`config.mk`:
```
export PLATFORM = sky130hd
export DESIGN_NAME = multicore_ctrl
export DESIGN_NICKNAME = d
export VERILOG_FILES = /design/src/rtl/multicore_pkg.sv /design/src/rtl/rr_arbiter.sv /design/src/rtl/multicore_ctrl.sv
export SDC_FILE = /design/constraint.sdc
export NUM_CORES = 2
export LEC_CHECK = 0
export ABC_AREA = 1
export CORE_AREA = 2 2 332 334
export CTS_BUF_LIST = sky130_fd_sc_hd__clkbuf_16
export DETAILED_ROUTE_END_ITERATION = 12
export DIE_AREA = 0 0 334 336
export PLACE_DENSITY = 0.75
export SLEW_MARGIN = 20
export SYNTH_ARGS = -nofsm -noshare
export SYNTH_HDL_FRONTEND = slang
export SYNTH_HIERARCHICAL = 1
export SYNTH_SLANG_ARGS = --single-unit
export TNS_END_PERCENT = 50
```
`constraint.sdc`:
```
create_clock -name clk -period 9.7 [get_ports clk]
set_clock_uncertainty 0.1 [all_clocks]
set_input_delay 2.425 -clock clk [delete_from_list [all_inputs] [get_ports clk]]
set_output_delay 2.425 -clock clk [all_outputs]
set_load 0.05 [all_outputs]
```
`src/rtl/multicore_pkg.sv`:
```
// Shared defaults, the sequencer state type and helpers for the multicore controller.
package multicore_pkg;

    localparam int N_CORES_DEF = 24;
    localparam int DATA_W_DEF  = 28;
    localparam int EN_W_DEF    = 4;
    localparam int STAGGER_DEF = 18;

    // out_en value that marks a valid result from a core
    localparam logic [3:0] EN_RESULT = 4'd1;

    typedef enum logic {
        ST_SEQ  = 1'b0,
        ST_DONE = 1'b1
    } seq_state_e;

    function automatic int id_w(input int n);
        return (n < 2) ? 1 : $clog2(n);
    endfunction

endpackage

```
`src/rtl/rr_arbiter.sv`:
```
// Combinational arbiter: round-robin search from ptr when mode=1, lowest index otherwise.
module rr_arbiter
    import multicore_pkg::*;
#(
    parameter int N    = 4,
    parameter int ID_W = 2
) (
    input  logic [N-1:0]    req,
    input  logic [ID_W-1:0] ptr,
    input  logic            mode,
    output logic [N-1:0]    gnt,
    output logic [ID_W-1:0] gnt_idx,
    output logic            any
);

    int w_idx;

    // Scan from the far end so the candidate closest to the start point wins.
    always_comb begin
        gnt_idx = '0;
        any     = 1'b0;
        w_idx   = 0;
        for (int k = N - 1; k >= 0; k--) begin
            w_idx = mode ? (int'(ptr) + k) : k;
            if (w_idx >= N) begin
                w_idx = w_idx - N;
            end
            if (req[w_idx]) begin
                gnt_idx = ID_W'(w_idx);
                any     = 1'b1;
            end
        end
    end

    always_comb begin
        gnt = '0;
        if (any) begin
            gnt[gnt_idx] = 1'b1;
        end
    end

endmodule

```
`src/rtl/multicore_ctrl.sv`:
```
// Control and collection block for a farm of rede_float cores: staggered reset
// release, one-deep result slots and an arbitrated valid/ready output stream.
module multicore_ctrl
    import multicore_pkg::*;
#(
    parameter int N_CORES = N_CORES_DEF,
    parameter int DATA_W  = DATA_W_DEF,
    parameter int EN_W    = EN_W_DEF,
    parameter int STAGGER = STAGGER_DEF,
    parameter bit RR_MODE = 1'b1
) (
    input  logic                      clk,
    input  logic                      rst,
    input  logic                      restart,
    output logic [N_CORES-1:0]        core_rst,
    output logic                      all_up,
    input  logic [N_CORES*DATA_W-1:0] core_data,
    input  logic [N_CORES*EN_W-1:0]   core_en,
    output logic                      m_valid,
    input  logic                      m_ready,
    output logic [DATA_W-1:0]         m_data,
    output logic [EN_W-1:0]           m_en,
    output logic [id_w(N_CORES)-1:0]  m_id,
    output logic [N_CORES-1:0]        ovf
);

    localparam int ID_W  = id_w(N_CORES);
    localparam int CNT_W = id_w(STAGGER);
    localparam logic [CNT_W-1:0] CNT_LAST   = CNT_W'(STAGGER - 1);
    localparam logic [ID_W-1:0]  STAGE_LAST = ID_W'(N_CORES - 1);
    localparam logic [EN_W-1:0]  EN_HIT     = EN_W'(EN_RESULT);

    seq_state_e         r_state, w_state_next;
    logic [ID_W-1:0]    r_stage, w_stage_next;
    logic [CNT_W-1:0]   r_cnt, w_cnt_next;
    logic               w_release;
    logic               w_all_up;
    logic [N_CORES-1:0] r_core_rst;

    logic [DATA_W-1:0]  w_core_data [N_CORES];
    logic [EN_W-1:0]    w_core_en   [N_CORES];
    logic [N_CORES-1:0] w_has_res;

    logic [DATA_W-1:0]  r_slot_data [N_CORES];
    logic [EN_W-1:0]    r_slot_en   [N_CORES];
    logic [N_CORES-1:0] r_slot_full;
    logic [N_CORES-1:0] r_ovf;

    logic [N_CORES-1:0] w_gnt;
    logic [N_CORES-1:0] w_take;
    logic [ID_W-1:0]    w_gnt_idx;
    logic [ID_W-1:0]    r_ptr;
    logic               w_any;
    logic               w_free;

    logic               r_m_valid;
    logic [DATA_W-1:0]  r_m_data;
    logic [EN_W-1:0]    r_m_en;
    logic [ID_W-1:0]    r_m_id;

    always_ff @(posedge clk) begin
        if (!rst) begin
            r_state <= ST_SEQ;
            r_stage <= '0;
            r_cnt   <= '0;
        end else begin
            r_state <= w_state_next;
            r_stage <= w_stage_next;
            r_cnt   <= w_cnt_next;
        end
    end

    always_comb begin
        w_state_next = r_state;
        w_stage_next = r_stage;
        w_cnt_next   = r_cnt;
        if (restart) begin
            w_state_next = ST_SEQ;
            w_stage_next = '0;
            w_cnt_next   = '0;
        end else if (r_state == ST_SEQ) begin
            if (r_cnt == CNT_LAST) begin
                w_cnt_next = '0;
                if (r_stage == STAGE_LAST) begin
                    w_state_next = ST_DONE;
                end else begin
                    w_stage_next = r_stage + 1'b1;
                end
            end else begin
                w_cnt_next = r_cnt + 1'b1;
            end
        end
    end

    always_comb begin
        w_release = (r_state == ST_SEQ) && (r_cnt == '0);
        w_all_up  = (r_state == ST_DONE);
    end

    // Core resets only ever fall one at a time; restart raises them all again.
    always_ff @(posedge clk) begin
        if (!rst || restart) begin
            r_core_rst <= '1;
        end else if (w_release) begin
            r_core_rst[r_stage] <= 1'b0;
        end
    end

    generate
        for (genvar gi = 0; gi < N_CORES; gi++) begin : g_unpack
            assign w_core_data[gi] = core_data[gi*DATA_W +: DATA_W];
            assign w_core_en[gi]   = core_en[gi*EN_W +: EN_W];
            assign w_has_res[gi]   = (w_core_en[gi] == EN_HIT) && !r_core_rst[gi];
        end
    endgenerate

    rr_arbiter #(
        .N    (N_CORES),
        .ID_W (ID_W)
    ) u_arb (
        .req     (r_slot_full),
        .ptr     (r_ptr),
        .mode    (RR_MODE),
        .gnt     (w_gnt),
        .gnt_idx (w_gnt_idx),
        .any     (w_any)
    );

    assign w_free = !r_m_valid || m_ready;
    assign w_take = w_gnt & {N_CORES{w_free}};

    always_ff @(posedge clk) begin
        if (!rst || restart) begin
            for (int i = 0; i < N_CORES; i++) begin
                r_slot_data[i] <= '0;
                r_slot_en[i]   <= '0;
            end
            r_slot_full <= '0;
            r_ovf       <= '0;
            r_ptr       <= '0;
            r_m_valid   <= 1'b0;
            r_m_data    <= '0;
            r_m_en      <= '0;
            r_m_id      <= '0;
        end else begin
            // A slot being emptied this cycle can take the new result without loss.
            for (int i = 0; i < N_CORES; i++) begin
                if (w_has_res[i]) begin
                    if (!r_slot_full[i] || w_take[i]) begin
                        r_slot_data[i] <= w_core_data[i];
                        r_slot_en[i]   <= w_core_en[i];
                        r_slot_full[i] <= 1'b1;
                    end else begin
                        r_ovf[i] <= 1'b1;
                    end
                end else if (w_take[i]) begin
                    r_slot_full[i] <= 1'b0;
                end
            end
            if (w_free) begin
                if (w_any) begin
                    r_m_valid <= 1'b1;
                    r_m_data  <= r_slot_data[w_gnt_idx];
                    r_m_en    <= r_slot_en[w_gnt_idx];
                    r_m_id    <= w_gnt_idx;
                    if (RR_MODE) begin
                        r_ptr <= (w_gnt_idx == STAGE_LAST) ? '0 : (w_gnt_idx + 1'b1);
                    end
                end else begin
                    r_m_valid <= 1'b0;
                end
            end
        end
    end

    assign core_rst = r_core_rst;
    assign all_up   = w_all_up;
    assign m_valid  = r_m_valid;
    assign m_data   = r_m_data;
    assign m_en     = r_m_en;
    assign m_id     = r_m_id;
    assign ovf      = r_ovf;

endmodule

```
==> results_dict.tcl <==
set metrics [dict create \
    min-delay-start "ovf[18]$_SDFFE_PP0P_" \
    r2r_slack_ns 1.99 \
    yosysUniqueCellTypes 59 \
    critPathKind "reg2reg" \
    path_depth 49 \
    routed_wl_mm 198 \
    avgSynthCellArea_sq_um 7.83 \
    placed_area_sq_um 58100 \
    grt_max_degree 170 \
    min_to "ovf[18]$_SDFFE_PP0P_" \
    muxShareOfSynthArea_pct 0 \
    whs_path_depth 2 \
    yosysSeqAreaShare_pct 52.3 \
    slew_violations 0 \
    min_period_ns 7.71 \
    num_rows 121 \
    dieHeight_microns 336 \
    num_io_pins 859 \
    cts.sinks 894 \
    finalSetupTns_ns 0 \
    synth_xor_area_share_pct 0.312 \
    yosysWarningCount 6 \
    viasPerCell 5.25 \
    fin_area_sq_um 61200 \
    cp-start-kind "register" \
    die_area_sq_um 112000 \
    crit_top_cell "nand2_1" \
    coreArea_sq_um 108000 \
    ant_nets 0 \
    cts_tree "built" \
    vias 44800 \
    postCtsHoldBufs 0 \
    synth_top_family_by_area "simple AND/OR/NAND/NOR gates" \
    syn_inst 6241 \
    overflow 0 \
    synth_area_sq_um 48900 \
    grt_pass1_wl_mm 280 \
    cp_max_fo 92 \
    crit_buf_inv 7 \
    worst_slew_pin_slew_ns 1.14 \
    hold_path_class "reg2reg" \
    cts-root-buf "clkbuf_16" \
    cts_made_buffers 99 \
    cts_resized 0 \
    r2r-start "r_ptr[1]$_SDFFE_PP0P_" \
    firstDrtPassIters 8 \
    synth-edff-count 768 \
    nets 7825 \
    synthAdderAreaFrac_pct 0.973 \
    area_delta_synth_final_pct 25.2 \
    crit_arrival_ns 8.25 \
    vdd_drop_max_uv 599 \
    status "finished, final reports clean" \
    leakage_nw 29.2 \
    drv_cap 0 \
    rr_worst_depth 49 \
    finalCritPeriodShare_pct 79.5 \
    fmax_ghz 0.130 \
    synth_compound_area_share_pct 4.44 \
    dr.first_iter.drc_count 5741 \
    io_buffer_count 858 \
    cpLargestDelayFamily "simple AND/OR/NAND/NOR gates" \
    drc 0 \
    final-setup-viol-count 0 \
    wire_per_inst_microns 23.2 \
    start_util_pct 45.1 \
    r2r_end "m_data[21]$_SDFFE_PP0P_" \
    finalHoldViolations 0 \
    synth_top_flop_cell "edfxtp_1" \
    h-tree-depth 3 \
    fp.dieW_microns 334 \
    rsz0062_at_grt "no" \
    yosys.area_share.simple_pct 27.2 \
    crit_path_end_kind "register" \
    grt_pass1_vias 42400 \
    slowest_stage "buf_4" \
    synthArstFlopShare_pct 0 \
    max_stage_delay_ns 0.64 \
    antenna_found_initial 11 \
    clkTransAtPathRegs_ns 0.07 \
    clk_path_buf_depth 3 \
    drive_above_1_share_pct 5.56 \
    globalplace.congestion 1.00 \
    ys_seq_elements 894 \
    track_usage_pct 34.4 \
    cts_setup_buffers 0 \
    dpl.hpwl_mm 145 \
    power_density_nw_per_um2 381 \
    max-slew-margin-rel_pct 23.7 \
    worstPathRequired_ns 10.24 \
    clkLatencyLatePin_ns 0.71 \
]
-- metrics by stage --
stage               hold WS (ns)  power, mW  setup slack, ns  util, %  instances
finish                     0.376       23.3             1.99     56.4       8521
global route               0.390       24.5             1.30     56.4       8520
CTS                        0.376       22.8             2.20     56.4       8514
detailed placement         0.363       19.2             2.22     53.6       8328
global placement           0.353       19.1             2.26     53.6       8328
floorplan                  0.379       14.3             2.76        -       6294
-- placed cells by master, fill, tap and decap left out, types with 5 or more instances in the layout --
cell type	count
nand2_1	1466
nor2_1	904
nor2_4	5
o21ai_0	119
or2_2	55
clkdlybuf4s50_1	858
a21oi_1	147
xor2_1	10
inv_1	1399
o221ai_1	5
nor2_2	19
inv_6	6
o211ai_1	8
nand2_2	51
buf_4	29
clkinv_1	31
clkinv_2	10
edfxtp_1	768
o21ai_1	50
nand3_1	613
o21ai_2	16
a31oi_1	26
nand3_2	6
clkbuf_16	100
nor3_1	27
dfxtp_1	126
ha_1	38
nand4_1	8
nor4_1	21
diode_2	7
conb_1	55
inv_2	53
bufinv_16	6
-- cell families after synthesis --
kind of cell,Yosys count
DFF,894
adders and majority gates,38
and+or+nand+nor,3195
buffers and inverters,1703
AOI/OAI and AO/OA,395
other,2
xor gates and xnor gates,14
-- where the power goes --
group	internal (mW)	switching [mW]
logic	3.88	11.3
registers	4.38	0.133
clock network	2.03	1.62
total	10.3	13.0
-- Yosys cell counts, types with 4 or more instances --
| cell | count | area share (%) |
|---|---|---|
| nor2_2 | 20 | 0.26 |
| nand4_1 | 8 | 0.10 |
| nand2_2 | 36 | 0.46 |
| a21oi_2 | 4 | 0.072 |
| xor2_1 | 10 | 0.18 |
| clkinv_1 | 4 | 0.031 |
| a31oi_1 | 26 | 0.33 |
| nor3_2 | 4 | 0.082 |
| nor2_1 | 904 | 6.9 |
| ha_1 | 38 | 0.97 |
| buf_6 | 68 | 1.6 |
| buf_1 | 14 | 0.11 |
| inv_2 | 52 | 0.40 |
| o22ai_1 | 4 | 0.051 |
| nand3_2 | 6 | 0.12 |
| nand3_1 | 613 | 6.3 |
| inv_1 | 1372 | 11 |
| xor2_2 | 4 | 0.13 |
| o21ai_2 | 12 | 0.22 |
| o21ai_1 | 50 | 0.51 |
| or2_2 | 55 | 0.70 |
| or2_1 | 4 | 0.051 |
| edfxtp_1 | 768 | 47 |
| o21a_1 | 4 | 0.061 |
| nor3_1 | 27 | 0.28 |
| nor4_1 | 21 | 0.27 |
| clkbuf_1 | 36 | 0.28 |
| a21oi_1 | 147 | 1.5 |
| o211ai_1 | 8 | 0.12 |
| buf_4 | 20 | 0.31 |
| o21ai_0 | 125 | 1.3 |
| nand2_1 | 1482 | 11 |
| dfxtp_1 | 126 | 5.2 |
| buf_2 | 130 | 1.3 |
| nor2_4 | 4 | 0.092 |
| o221ai_1 | 5 | 0.090 |
-- tightest hold or removal path: cells and delay by family (launching register included) --
family | cells | cell delay, ns
and+or+nand+nor | 2 | 0.12
DFF | 1 | 0.32
-- worst max-delay path by stage --
stage                          start                          endpoint  slack (ns)
6_report       r_ptr[1]$_SDFFE_PP0P_           m_data[21]$_SDFFE_PP0P_        1.99
3_5_place_dp   r_ptr[1]$_SDFFE_PP0P_           m_data[21]$_SDFFE_PP0P_        2.22
4_1_cts        r_ptr[1]$_SDFFE_PP0P_           m_data[22]$_SDFFE_PP0P_        2.20
2_1_floorplan  r_ptr[2]$_SDFFE_PP0P_  r_slot_data[20][0]$_SDFFCE_PP0P_        2.76
5_1_grt        r_ptr[1]$_SDFFE_PP0P_           m_data[21]$_SDFFE_PP0P_        1.30
3_3_place_gp   r_ptr[3]$_SDFFE_PP0P_  r_slot_data[3][16]$_SDFFCE_PN0P_        2.26
-- layout make-up --
cell class | instances | area, sq um
multi-input cells | 3697 | 16400
clock buffers | 100 | 2500
well taps | 1414 | 1770
flip-flops and latches | 894 | 25600
fillers | 9908 | 47200
inverters | 1432 | 5430
repair buffers | 891 | 8890
diodes | 7 | 17.5
clock inverters | 86 | 582
-- flip-flops by register name, summed over array words and instances (netlist names), 5 cells and up --
register / cells
r_slot_data: 672
r_slot_en: 96
m_data: 28
core_rst: 24
ovf: 24
r_slot_full: 24
m_id: 5
r_cnt: 5
r_ptr: 5
r_stage: 5
-- metal layers --
layer	wire length [microns]	track usage, %
met3	19900	6.81
met2	89300	53.7
met4	12900	19.5
met5	43	0
met1	75900	44.7
No activity file was read; power rests on OpenSTA's default activity.
